**src/rtl/load_serializer.sv**
```systemverilog
`default_nettype none
// +----------------------------------------------------------------------------+
// | load_serializer: 2-deep row FIFO feeding a row-to-beat serializer with      |
// | optional inter-row gap and frame counting.          Revision: 1.0          |
// +----------------------------------------------------------------------------+
module load_serializer #(
  parameter int WIDTH_ROW      = 256,
  parameter int WIDTH_WORD     = 32,
  parameter int ROWS_PER_FRAME = 16,
  parameter int GAP_CYCLES     = 0,
  parameter int MSW_FIRST      = 0
) (
  input  logic                              clk_data,
  input  logic                              rst_n,
  input  logic                              row_valid_i,
  input  logic [WIDTH_ROW-1:0]              row_data_i,
  output logic                              row_ready_o,
  output logic                              load_en_o,
  output logic [WIDTH_WORD-1:0]             load_payload_o,
  output logic                              busy_o,
  output logic [$clog2(ROWS_PER_FRAME)-1:0] row_cnt_o,
  output logic                              frame_done_o
);

  localparam int BEATS = WIDTH_ROW / WIDTH_WORD;
  localparam int BW    = (BEATS > 1) ? $clog2(BEATS) : 1;
  localparam int CW    = $clog2(ROWS_PER_FRAME);
  localparam int GW    = (GAP_CYCLES > 1) ? $clog2(GAP_CYCLES) : 1;

  localparam logic [BW-1:0] LAST_BEAT = BW'(BEATS - 1);
  localparam logic [GW-1:0] GAP_INIT  = GW'((GAP_CYCLES > 0) ? GAP_CYCLES - 1 : 0);
  localparam logic [CW-1:0] CNT_LAST  = CW'(ROWS_PER_FRAME - 1);

  localparam logic [1:0] S_IDLE = 2'd0;
  localparam logic [1:0] S_SEND = 2'd1;
  localparam logic [1:0] S_GAP  = 2'd2;

  logic [1:0]            state_q, state_d;
  logic [BW-1:0]         beat_q, beat_d;
  logic [GW-1:0]         gap_q, gap_d;
  logic [WIDTH_ROW-1:0]  row_q, row_d;
  logic [WIDTH_ROW-1:0]  mem_q [2];
  logic                  wr_ptr_q, rd_ptr_q;
  logic [1:0]            count_q, count_d;
  logic [CW-1:0]         row_cnt_q, row_cnt_d;
  logic                  frame_done_q, frame_done_d;
  logic                  load_en_q, load_en_d;
  logic [WIDTH_WORD-1:0] payload_q, payload_d;
  logic                  busy_q, busy_d;
  logic                  ready_q, ready_d;

  logic                  w_push, w_pop, w_last;
  logic [BW-1:0]         w_idx;
  logic [WIDTH_WORD-1:0] w_words [BEATS];

  // Ready comes from the registered count only, so a same-cycle pop never frees a slot early.
  assign w_push = row_valid_i && (count_q != 2'd2);
  assign w_last = (state_q == S_SEND) && (beat_q == LAST_BEAT);

  always_ff @(posedge clk_data or negedge rst_n) begin
    if (!rst_n) begin
      state_q <= S_IDLE;
    end else begin
      state_q <= state_d;
    end
  end

  always_comb begin
    state_d = state_q;
    beat_d  = beat_q;
    gap_d   = gap_q;
    w_pop   = 1'b0;
    case (state_q)
      S_IDLE: begin
        if (count_q != 2'd0) begin
          w_pop   = 1'b1;
          state_d = S_SEND;
          beat_d  = '0;
        end
      end
      S_SEND: begin
        if (beat_q == LAST_BEAT) begin
          if (GAP_CYCLES > 0) begin
            state_d = S_GAP;
            gap_d   = GAP_INIT;
          end else if (count_q != 2'd0) begin
            w_pop  = 1'b1;
            beat_d = '0;
          end else begin
            state_d = S_IDLE;
          end
        end else begin
          beat_d = beat_q + 1'b1;
        end
      end
      S_GAP: begin
        if (gap_q != '0) begin
          gap_d = gap_q - 1'b1;
        end else if (count_q != 2'd0) begin
          w_pop   = 1'b1;
          state_d = S_SEND;
          beat_d  = '0;
        end else begin
          state_d = S_IDLE;
        end
      end
      default: state_d = S_IDLE;
    endcase
  end

  for (genvar k = 0; k < BEATS; k++) begin : g_word
    assign w_words[k] = row_d[k*WIDTH_WORD +: WIDTH_WORD];
  end

  always_comb begin
    count_d      = count_q + {1'b0, w_push} - {1'b0, w_pop};
    row_d        = w_pop ? mem_q[rd_ptr_q] : row_q;
    row_cnt_d    = row_cnt_q;
    frame_done_d = 1'b0;
    if (w_last) begin
      if (row_cnt_q == CNT_LAST) begin
        row_cnt_d    = '0;
        frame_done_d = 1'b1;
      end else begin
        row_cnt_d = row_cnt_q + 1'b1;
      end
    end
    load_en_d = (state_d == S_SEND);
    w_idx     = (MSW_FIRST != 0) ? (LAST_BEAT - beat_d) : beat_d;
    payload_d = load_en_d ? w_words[w_idx] : '0;
    busy_d    = (state_d != S_IDLE) || (count_d != 2'd0);
    ready_d   = (count_d != 2'd2);
  end

  always_ff @(posedge clk_data or negedge rst_n) begin
    if (!rst_n) begin
      beat_q       <= '0;
      gap_q        <= '0;
      row_q        <= '0;
      wr_ptr_q     <= 1'b0;
      rd_ptr_q     <= 1'b0;
      count_q      <= 2'd0;
      row_cnt_q    <= '0;
      frame_done_q <= 1'b0;
      load_en_q    <= 1'b0;
      payload_q    <= '0;
      busy_q       <= 1'b0;
      ready_q      <= 1'b1;
    end else begin
      beat_q       <= beat_d;
      gap_q        <= gap_d;
      row_q        <= row_d;
      wr_ptr_q     <= wr_ptr_q ^ w_push;
      rd_ptr_q     <= rd_ptr_q ^ w_pop;
      count_q      <= count_d;
      row_cnt_q    <= row_cnt_d;
      frame_done_q <= frame_done_d;
      load_en_q    <= load_en_d;
      payload_q    <= payload_d;
      busy_q       <= busy_d;
      ready_q      <= ready_d;
    end
  end

  always_ff @(posedge clk_data) begin
    if (w_push) begin
      mem_q[wr_ptr_q] <= row_data_i;
    end
  end

  assign row_ready_o    = ready_q;
  assign load_en_o      = load_en_q;
  assign load_payload_o = payload_q;
  assign busy_o         = busy_q;
  assign row_cnt_o      = row_cnt_q;
  assign frame_done_o   = frame_done_q;

endmodule
`default_nettype wire

```
**config.mk**
```make
export PLATFORM = sky130hd
export DESIGN_NAME = load_serializer
export DESIGN_NICKNAME = d
export VERILOG_FILES = /design/src/rtl/load_serializer.sv
export SDC_FILE = /design/constraint.sdc
export NUM_CORES = 1
export LEC_CHECK = 0
export CAP_MARGIN = 20
export CORE_MARGIN = 2
export CORE_UTILIZATION = 43
export CTS_CLUSTER_DIAMETER = 150
export CTS_CLUSTER_SIZE = 24
export DETAILED_ROUTE_END_ITERATION = 10
export GPL_ROUTABILITY_DRIVEN = 0
export PLACE_DENSITY = 0.69
export SLEW_MARGIN = 40
export SYNTH_ARGS = -nofsm -noshare
export SYNTH_HDL_FRONTEND = slang
export SYNTH_SLANG_ARGS = --single-unit
export TNS_END_PERCENT = 50
```
**constraint.sdc**
```tcl
create_clock -name clk_data -period 16.8 [get_ports clk_data]
set_input_delay 1.68 -clock clk_data [delete_from_list [all_inputs] [get_ports clk_data]]
set_output_delay 1.68 -clock clk_data [all_outputs]
set_load 0.05 [all_outputs]
```
After elaboration in Yosys (flattened, before gate mapping) --
Memory sizes are Yosys's and may differ from the RTL's. Index checks and enable logic that the tools add are counted.
Cells by class: add/subtract/negate cells 5, order comparisons 1, mux-type cells 25, bitwise logic cells 3, equality and inequality tests 7, reduce and logical (&&, ||, !) cells 7
Operators with widths (number):
- 2-to-1 mux 256 bit | 1
- binary-select mux 32 bit (select 3 bit) | 1
- 2-to-1 mux 32 bit | 3
- 2-to-1 mux 1 bit | 9
- 2-to-1 mux 3 bit | 3
- case mux 3 bit (3 select lines) | 1
- 2-to-1 mux 2 bit | 4
- case mux 2 bit (3 select lines) | 1
- nonzero test 2 bit | 3
- adder 4 x 1 -> 4 bit (second input constant) | 1
- == test 2 x 1 -> 1 bit (second input constant) | 2
- == test 4 bit (second input constant) | 1
- >= comparator 4 bit (second input constant) | 1
- 2-to-1 mux 4 bit | 1
- != test 2 bit (second input constant) | 2
- NOT 3 -> 4 bit | 1
- adder 3 x 1 -> 3 bit (second input constant) | 1
- == test 3 bit (second input constant) | 1
- case mux 1 bit (3 select lines) | 1
- adder 2 x 1 -> 2 bit | 1
- == test 2 bit (second input constant) | 1
- logical AND 1 bit | 2
- zero test 2 bit | 1
- subtractor 2 x 1 -> 2 bit | 1
- 3 further kinds | 4
Word-level totals: memories kept 1, RAM bits 512, word-level logic and storage cells 62, register bits after elaboration 306, output and inout port bits 40
Memories:
- mem_q | words 2, width 256, rd ports 1, clocked after memory_dff 0, write ports 1, line 42 | logic [WIDTH_ROW-1:0] mem_q [2];

Logic depth before layout (Yosys ltp) --
depth after elaboration 9, mapped depth 14, depth with buffers taken out 10

Worst setup path after synthesis --
No wires, ideal clock.
path kind input port to flip-flop, start input row_valid_i, end memory mem_q[1][0] (enable), setup slack 8.399 ns, data required time 16.149 ns, data arrival time 7.750 ns, stages 3, cells stage by stage o21ai_0 inv_1 ha_1
Between the ends: word-level cells in the longest chain between the ends 3
Ends and longest elaborated chain:
- start: declaration | line 15 | input logic row_valid_i,
- logical AND 1 bit | line 57 | assign w_push = row_valid_i && (count_q != 2'd2);
- 2-to-1 mux 1 bit | line 166 | if (w_push) begin
- 2-to-1 mux 1 bit (implied by the code) | line 167 | mem_q[wr_ptr_q] <= row_data_i;
- end: declaration | line 42
Every way passes these cells.

Worst setup path after layout --
start input row_valid_i, end memory mem_q[0][171] (enable)
Same word-level chain as after synthesis.

==> results.json <==
{
  "max_freq_mhz": 228,
  "timing.rr.start": "beat_q[0]",
  "crit_arrival_ns": 4.62,
  "wl_met1_um": 32400,
  "fill_cells": 5924,
  "worst-setup-path-type": "in2reg",
  "regArea_sq_um": 23000,
  "ir_drop_mv": 0.0997,
  "tns_ns": 0,
  "drtIter0Drc": 1648,
  "fin_crit_ns": 4.39,
  "die_area_sq_um": 74000,
  "rsz0062_at_grt": "false",
  "ys_seq_area_share_pct": 74.5,
  "synth_area_leader_cell": "edfxtp_1",
  "ant_nets": 0,
  "synthTopCellsByArea": "edfxtp_1 50%, dfrtp_1 25%, mux2i_1 9.3%",
  "fin_nets": 2610,
  "async_flop_share_pct": 37.3,
  "fin_crit_sh_pct": 26.1,
  "p_per_area_nw_per_um2": 184,
  "syn-num-nets": 2372,
  "ys_warn_count": 0,
  "hold_path_class": "reg2reg",
  "io_pins": 299,
  "area_delta_synth_final_pct": 16.9,
  "numPortBuffers": 298,
  "grt_max_degree": 137,
  "final-setup-viol-count": 0,
  "cp_max_fo": 70,
  "design_area_sq_um": 36100,
  "startpoint_type": "input port",
  "antenna_found_initial": 21,
  "synth_edf_count": 512,
  "clock_latency_ns": 0.60,
  "cp-startpoint": "row_valid_i",
  "grt_pass1_vias": 17500,
  "grt_overflow_total": 0,
  "maxSlewViolCount": 0,
  "core-area_sq_um": 71200,
  "yosysTopAreaCellShare_pct": 49.8,
  "clockRootBuffer": "clkbuf_16",
  "cts_buffers": 40,
  "avgSynthCellArea_sq_um": 14.7,
  "cts_resized": 0,
  "drtPass1Iterations": 5,
  "routed-wl-met3_um": 4640,
  "viasPerCell": 5.35,
  "cap_violations": 0,
  "cts.sinks": 817,
  "cts-hold-fix-buffers": 0,
  "tightest_slew_ns": 0.793,
  "finalHoldViolations": 0,
  "drive_gt1_share_pct": 3.62,
  "path_cells": "clkdlybuf4s50_1 -> o21ai_0 -> inv_1 -> ha_4 -> buf_6 -> buf_4",
  "grt_pass1_wl_um": 109000,
  "cts_setup_buffers": 0,
  "start_util_pct": 43.3,
  "dieWidth_um": 272,
  "synth_top_flop_cell": "edfxtp_1",
  "skew_ns": 0.0394,
  "met2RoutedLength_um": 34900,
  "finalWirelength_um": 73700,
  "slowest_delay_ns": 0.75,
  "synth-seq-cells": 817,
  "yosysUniqueCellTypes": 41,
  "cp_slowest_cell": "buf_4",
  "synth_cells": 2106,
  "worstPathRequired_ns": 17.03,
  "vias": 17900,
  "min_from": "row_q[53]",
  "remaining_drc_errors": 0,
  "grt_use_total_pct": 19.5,
  "hpwl_um": 47600,
  "status": "completed",
  "top_layer": "met5",
  "crit_path_end_kind": "register",
  "multiInputGateArea_sq_um": 7290,
  "clkTransAtPathRegs_ns": 0.10,
  "clock_path_buffers": 3,
  "tritoncts": "done",
  "place_area_sq_um": 34800,
  "wire_per_inst_um": 22.1,
  "max-slew-margin-rel_pct": 47.1,
  "chipHeight_um": 272,
  "leakage_uw": 0.0135,
  "syn_area_sq_um": 30900,
  "rows": 98,
  "htree_levels": 2
}
[final timing paths]
kind | endpoint | slack [ns] | cells past startpoint
worst max-delay path | mem_q[0][171] | 12.41 | 6
worst min-delay path | row_q[53] | 0.52 | 2
worst max register to register | load_payload_o[31] | 12.81 | 11
worst min register to register | row_q[53] | 0.52 | 2
max in group asynchronous | row_q[49] | 14.40 | 3
min in group asynchronous | wr_ptr_q | 0.92 | 1
[cell families (layout without fill, tap and decap cells)]
kind of cell | Yosys count | in the layout | synth area share, %
DFF | 817 | 817 | 74.5
and+or+nand+nor | 453 | 453 | 5.97
AOI/OAI and AO/OA | 396 | 396 | 7.68
muxes | 287 | 287 | 9.31
buffers and inverters | 140 | 408 | 2.07
adders and majority gates | 7 | 7 | 0.284
xor gates and xnor gates | 5 | 5 | 0.142
other | 1 | 11 | 0.0121
[synth_stat cells (all sizes together), types with 2 or more instances]
cell type / number
a2111oi: 2
a211o: 32
a211oi: 32
a21oi: 258
a31o: 2
a31oi: 31
a32oi: 31
and2: 8
and3: 33
buf: 81
clkbuf: 49
dfrtp: 304
edfxtp: 512
ha: 7
inv: 10
mux2i: 286
nand2: 134
nand2b: 3
nand3: 4
nor2: 263
nor2b: 2
nor3b: 2
nor4: 2
o21ai: 2
o31ai: 2
xnor2: 3
xor2: 2
[metrics by stage]
stage	total power, uW	hold WS [ns]	util [%]	instances	worst slack, ns
2_1_floorplan	4850	0.464	-	2106	8.40
3_3_place_gp	5480	0.481	48.7	3246	11.58
3_5_place_dp	5590	0.504	48.8	3249	11.78
6_report	6650	0.521	50.7	3334	12.41
5_1_grt	7020	0.546	50.7	3332	12.30
4_1_cts	6670	0.527	50.5	3321	12.43
[routing by layer]
layer	up-vias	track usage, %
met5	-	0
met4	22	4.90
met3	107	4.04
met2	468	30.9
met1	9061	27.7
li1	8192	-
[flip-flops by register name, indices dropped and copies added, names as in the netlist, 2 cells and up]
| register | cells |
|---|---|
| mem_q | 512 |
| row_q | 256 |
| load_payload_o | 32 |
| row_cnt_o | 4 |
| beat_q | 3 |
| count_q | 2 |
| state_q | 2 |
[power by group]
part,leakage [uW],total [uW],internal (uW),switching [uW]
combinational,0.00477,2460,864,1590
clock,0.000552,1080,469,610
sequential,0.00817,3120,2850,270
[worst max-delay path, delay by kind of cell]
kind / cells / cell delay (ns)
buffers and inverters: 4 / 2.09
adders and majority gates: 1 / 0.59
AOI/OAI and AO/OA: 1 / 0.14
[layout by cell type (no fill, tap or decap), types with 3 or more instances in the layout]
master	instances
a211o_1	32
a211oi_1	32
a21oi_1	257
a31oi_1	31
a32oi_1	31
and2_1	5
and3_1	33
buf_12	3
buf_16	3
buf_4	7
buf_6	10
clkbuf_1	30
clkbuf_16	41
clkbuf_8	4
clkdlybuf4s50_1	297
dfrtp_1	303
diode_2	10
edfxtp_1	512
ha_1	5
inv_1	8
mux2i_1	286
nand2_1	134
nand2b_1	3
nand3_1	4
nor2_1	261
xnor2_1	3
[area by class of cell]
type                    count  share of cell area (%)
flip-flops and latches    817                    63.8
multi-input cells        1149                    20.2
repair buffers            326                    9.33
well taps                 950                    3.29
clock buffers              71                    3.15
inverters                  10                   0.114
clock inverters             1                  0.0832
diodes                     10                  0.0693
No activity file was read; power rests on OpenSTA's default activity.
